$ cat src/rtl/adder_pkg.sv
// Shared types and constants for the nibble-serial adder/subtractor.
package adder_pkg;

  typedef enum logic [1:0] {
    IDLE,
    COMPUTE,
    DONE
  } ctrl_state_t;

  localparam int NIBBLE = 4;

endpackage

$ cat src/rtl/csa_nibble_slice.sv
// Combinational 4-bit carry-select slice: both carry hypotheses are
// precomputed and Cin picks one, so Cin only drives the final mux.
module csa_nibble_slice
  import adder_pkg::*;
(
  input  logic [NIBBLE-1:0] A,
  input  logic [NIBBLE-1:0] B,
  input  logic              Cin,
  output logic [NIBBLE-1:0] Sum,
  output logic              Cout
);

  logic [NIBBLE:0] res_c0;
  logic [NIBBLE:0] res_c1;

  assign res_c0 = {1'b0, A} + {1'b0, B};
  assign res_c1 = {1'b0, A} + {1'b0, B} + {{NIBBLE{1'b0}}, 1'b1};

  assign {Cout, Sum} = Cin ? res_c1 : res_c0;

endmodule

$ cat src/rtl/csa_serial_adder_ctrl.sv
// WIDTH-bit add/subtract computed one nibble per clock through a single
// carry-select slice, LS nibble first, under a Run/Done pushbutton handshake.
module csa_serial_adder_ctrl
  import adder_pkg::*;
#(
  parameter int WIDTH = 16
) (
  input  logic             Clk,
  input  logic             Reset,
  input  logic             Run,
  input  logic             Sub,
  input  logic [WIDTH-1:0] A,
  input  logic [WIDTH-1:0] B,
  output logic [WIDTH-1:0] Sum,
  output logic             Cout,
  output logic             Overflow,
  output logic             Busy,
  output logic             Done
);

  localparam int NUM_NIB = WIDTH / NIBBLE;
  localparam int CNT_W   = $clog2(NUM_NIB);
  localparam logic [CNT_W-1:0] LAST = CNT_W'(NUM_NIB - 1);

  ctrl_state_t       state;
  logic [WIDTH-1:0]  a_sh;
  logic [WIDTH-1:0]  b_sh;
  logic [WIDTH-1:0]  s_sh;
  logic [CNT_W-1:0]  cnt;
  logic              carry;
  logic              a_msb;
  logic              bx_msb;

  logic [NIBBLE-1:0] slice_sum;
  logic              slice_cout;
  logic [WIDTH-1:0]  s_next;

  csa_nibble_slice u_slice (
    .A    (a_sh[NIBBLE-1:0]),
    .B    (b_sh[NIBBLE-1:0]),
    .Cin  (carry),
    .Sum  (slice_sum),
    .Cout (slice_cout)
  );

  // Result fills from the top so the first nibble ends up at the bottom.
  assign s_next = {slice_sum, s_sh[WIDTH-1:NIBBLE]};

  always_ff @(posedge Clk) begin
    if (Reset) begin
      state    <= IDLE;
      a_sh     <= '0;
      b_sh     <= '0;
      s_sh     <= '0;
      cnt      <= '0;
      carry    <= 1'b0;
      a_msb    <= 1'b0;
      bx_msb   <= 1'b0;
      Sum      <= '0;
      Cout     <= 1'b0;
      Overflow <= 1'b0;
      Busy     <= 1'b0;
      Done     <= 1'b0;
    end else begin
      case (state)
        IDLE: begin
          if (Run) begin
            // Subtraction is A + ~B + 1, with the +1 entering as carry-in.
            a_sh   <= A;
            b_sh   <= Sub ? ~B : B;
            a_msb  <= A[WIDTH-1];
            bx_msb <= Sub ? ~B[WIDTH-1] : B[WIDTH-1];
            carry  <= Sub;
            cnt    <= '0;
            Busy   <= 1'b1;
            state  <= COMPUTE;
          end
        end
        COMPUTE: begin
          a_sh  <= a_sh >> NIBBLE;
          b_sh  <= b_sh >> NIBBLE;
          s_sh  <= s_next;
          carry <= slice_cout;
          cnt   <= cnt + 1'b1;
          if (cnt == LAST) begin
            Sum      <= s_next;
            Cout     <= slice_cout;
            Overflow <= a_msb ^ bx_msb ^ s_next[WIDTH-1] ^ slice_cout;
            Busy     <= 1'b0;
            Done     <= 1'b1;
            cnt      <= '0;
            state    <= DONE;
          end
        end
        DONE: begin
          if (!Run) begin
            Done  <= 1'b0;
            state <= IDLE;
          end
        end
        default: state <= IDLE;
      endcase
    end
  end

endmodule
$ cat config.mk
export PLATFORM = sky130hd
export DESIGN_NAME = csa_serial_adder_ctrl
export DESIGN_NICKNAME = d
export VERILOG_FILES = /design/src/rtl/adder_pkg.sv /design/src/rtl/csa_nibble_slice.sv /design/src/rtl/csa_serial_adder_ctrl.sv
export SDC_FILE = /design/constraint.sdc
export NUM_CORES = 1
export LEC_CHECK = 0
export ABC_AREA = 1
export BUFFER_PORTS_ARGS = -buffer_cell sky130_fd_sc_hd__buf_2
export CAP_MARGIN = 20
export CORE_ASPECT_RATIO = 2
export CORE_MARGIN = 3
export CORE_UTILIZATION = 59
export CTS_CLUSTER_SIZE = 14
export DETAILED_ROUTE_END_ITERATION = 16
export HOLD_SLACK_MARGIN = 0.05
export PLACE_DENSITY = 0.84
export SLEW_MARGIN = 10
export SYNTH_ARGS = -nofsm -noshare
export SYNTH_HDL_FRONTEND = slang
export SYNTH_SLANG_ARGS = --single-unit
$ cat constraint.sdc
create_clock -name Clk -period 3.1 [get_ports Clk]
set_input_delay 0.62 -clock Clk [delete_from_list [all_inputs] [get_ports Clk]]
set_output_delay 0.62 -clock Clk [all_outputs]
set_load 0.1 [all_outputs]
==> results.yml <==
critical_path:
  cp_common_cell: "nand2_1"
  slowest_delay_ns: 0.47
  cp_top_family: "adder cells"
  cp_num_buf_inv: 3
  crit_chain: "ha_1 > inv_1 > fa_1 > inv_1 > ha_1 > nand2_1 > nor2_1 > nand3_1 > nand2_1 > nand2_1 > inv_1 > nand4_1 > nand2_1 > nor2_1"
  start_kind: "register"
  critPathKind: "reg -> reg"
  arrival_ns: 2.47
  cp_slowest_cell: "fa_1"
  end_kind: "register"
  crit_path_max_fanout: 3
  worstPathRequired_ns: 3.34
logic_synthesis:
  yosys.cell_types.count: 33
  async_flop_share_pct: 0
  synth-adder-area-share_pct: 3.02
  syn_nets: 447
  synth_most_common_cell: "nand2_1"
  synth_edf_count: 0
  yosys.area_share.simple_pct: 18.6
  synth.area.top_cells: "dfxtp_1, nand2_1, inv_1"
  synth_xor_area_share_pct: 5.28
  synth_mux_area_share_pct: 0
  synth_top_area_share_pct: 45.1
  synth_area_leader_cell: "dfxtp_1"
  syn_avg_cell_area_um2: 7.80
  synth_top_family_by_area: "simple AND/OR/NAND/NOR gates"
  synth.yosys.seq_area_share_pct: 45.1
  ys_seq_elements: 71
  netlist_area_um2: 3150
  synth_common_cells: "nand2_1, dfxtp_1, inv_1"
  postSynthCellCount: 404
  synth-compound-area-share_pct: 18.4
  ys.flop_type: "dfxtp_1"
  yosys_warnings: 0
die:
  dieArea_um2: 6300
  fp.dieW_um: 57.7
  core.rowCount: 37
  core_um2: 5140
  initial_utilization_pct: 61.3
  pin_count: 56
  die_h_um: 109
clocking:
  cts_made_buffers: 9
  htreeDepth: 3
  cts_tree: "done"
  cts.sink_count: 71
  cts-resized-gates: 0
  hold_buffers: 0
  cts_setup_buffers: 0
  clkSlewWorstSetupHoldPaths_ns: 0.07
  root_buffer: "clkbuf_8"
  clk_latency_ns: 0.35
  cts_buffer_depth: 2
global_route:
  globalRouteOverflowTotal: 0
  grt_antenna_before_repair: 0
  grt_pass1_vias: 2684
  grt_usage_pct: 23.9
  grt_start_max_net_pins: 47
  grt_pass1_wl_um: 11500
placed_design:
  place_area_um2: 3370
  gp_congestion: 0.851
  dp_hpwl_um: 5060
  io_buffer_count: 55
routing:
  drc: 0
  via_per_inst: 5.51
  drtIter0Drc: 114
  num_vias: 2815
  drt_first_pass_iters: 4
  drt-total-wl_um: 7060
  ant_nets: 0
  wl_per_cell_um: 13.8
status:
  status: "completed"
power_and_ir_drop:
  switching_power_mw: 0.572
  seq_power_share_pct: 48.9
  p_comb_share_pct: 15.0
  p_sw_share_pct: 28.1
  clkPwrFrac_pct: 36.1
  ir_drop_mv: 0.535
  internal_power_mw: 1.46
  leakagePower_nw: 1.61
  powerDensity_nw_per_um2: 571
job:
  max_cap_violations: 0
sta:
  skew_ns: 0.00548
  max_freq_ghz: 0.449
  maxSlewHeadroom_pct: 53.7
  min_period_ns: 2.23
  tightest_slew_ns: 0.694
  setup-tns-final_ns: 0
  finalMaxSlewViolations: 0
  fin_crit_sh_pct: 71.9
  rsz0062_at_grt: "no"
  hold_violations: 0
  setup_viol: 0
cells_and_area:
  antenna_cells: 0
  layout-drive-gt1-share_pct: 18.3
  final_area_um2: 3570
  nFillCells: 440
  area_delta_synth_final_pct: 13.3
  nNetsFinal: 491
min_path:
  hold_class: "reg -> reg"
cell usage in the layout, fill, tap and decap left out, types with 11 or more instances in the layout:
| cell | instances |
|---|---|
| o21ai_0 | 14 |
| a31oi_1 | 12 |
| nand2_1 | 106 |
| a21oi_1 | 28 |
| dfxtp_1 | 71 |
| nand3_1 | 17 |
| buf_2 | 55 |
| o211ai_1 | 11 |
| inv_1 | 38 |
| xnor2_1 | 16 |
| o21ai_1 | 17 |
tightest hold or removal path, delay by kind of cell, from the launching register on:
family	cells	cell delay (ns)
AOI/OAI and AO/OA	1	0.05
DFF	1	0.31
and+or+nand+nor	1	0.06
cell type report:
type                            count  area [um^2]  area share [%]
Timing Repair Buffer               56          283            7.93
Sequential cell                    71         1420            39.8
Tap cell                           58         72.6            2.03
Clock inverter                      5         57.6            1.61
Inverter                           44          168            4.70
Multi-Input combinational cell    266         1420            39.9
Clock buffer                       11          141            3.96
logic make-up (layout without fill, tap and decap cells):
| family | after synthesis | after routing |
|---|---|---|
| buffers and inverters | 67 | 116 |
| flip-flops | 71 | 71 |
| AND/OR/NAND/NOR | 141 | 141 |
| XOR/XNOR | 19 | 19 |
| adder cells (fa/ha/maj) | 7 | 7 |
| AO/OA/AOI/OAI | 99 | 99 |
worst paths after layout:
kind / to / from / cells past startpoint / slack, ns
max: Overflow / b_sh[0] / 14 / 0.87
min: a_sh[14] / a_sh[14] / 2 / 0.47
min reg2reg: a_sh[14] / a_sh[14] / 2 / 0.47
max reg2reg: Overflow / b_sh[0] / 14 / 0.87
per-layer routing:
layer | part of all wire (%) | track usage [%] | vias to the layer above | routed length (um)
met5 | 0 | 0 | - | 0
met4 | 3.0 | 12.8 | 0 | 212
met3 | 4.2 | 5.76 | 17 | 298
met2 | 57 | 43.4 | 66 | 4030
met1 | 36 | 24.4 | 1316 | 2520
li1 | - | - | 1416 | -
flip-flops by register name (all words and copies together), names as in the netlist:
register / flops
Busy: 1
Cout: 1
Done: 1
Overflow: 1
Sum: 16
a_msb: 1
a_sh: 16
b_sh: 16
bx_msb: 1
carry: 1
cnt: 2
s_sh: 12
state: 2
stage by stage:
stage | hold slack [ns] | std cells | power, mW | util [%] | setup WS [ns]
after floorplan | 0.429 | 404 | 1.25 | - | 1.16
after global placement | 0.447 | 495 | 1.31 | 65.5 | 0.941
after detailed placement | 0.455 | 495 | 1.32 | 65.5 | 0.901
after CTS | 0.468 | 511 | 2.04 | 69.4 | 0.884
after global routing | 0.495 | 511 | 2.12 | 69.4 | 0.647
final | 0.466 | 511 | 2.04 | 69.4 | 0.871
power by group through the flow:
stage	registers [mW]	logic (mW)	clock network, mW
after global placement	1.01	0.293	0
final	0.995	0.306	0.735
after global routing	0.999	0.345	0.778
after floorplan	1.02	0.227	0
after CTS	0.995	0.306	0.741
after detailed placement	1.01	0.303	0
No activity file was read; power rests on OpenSTA's default activity.
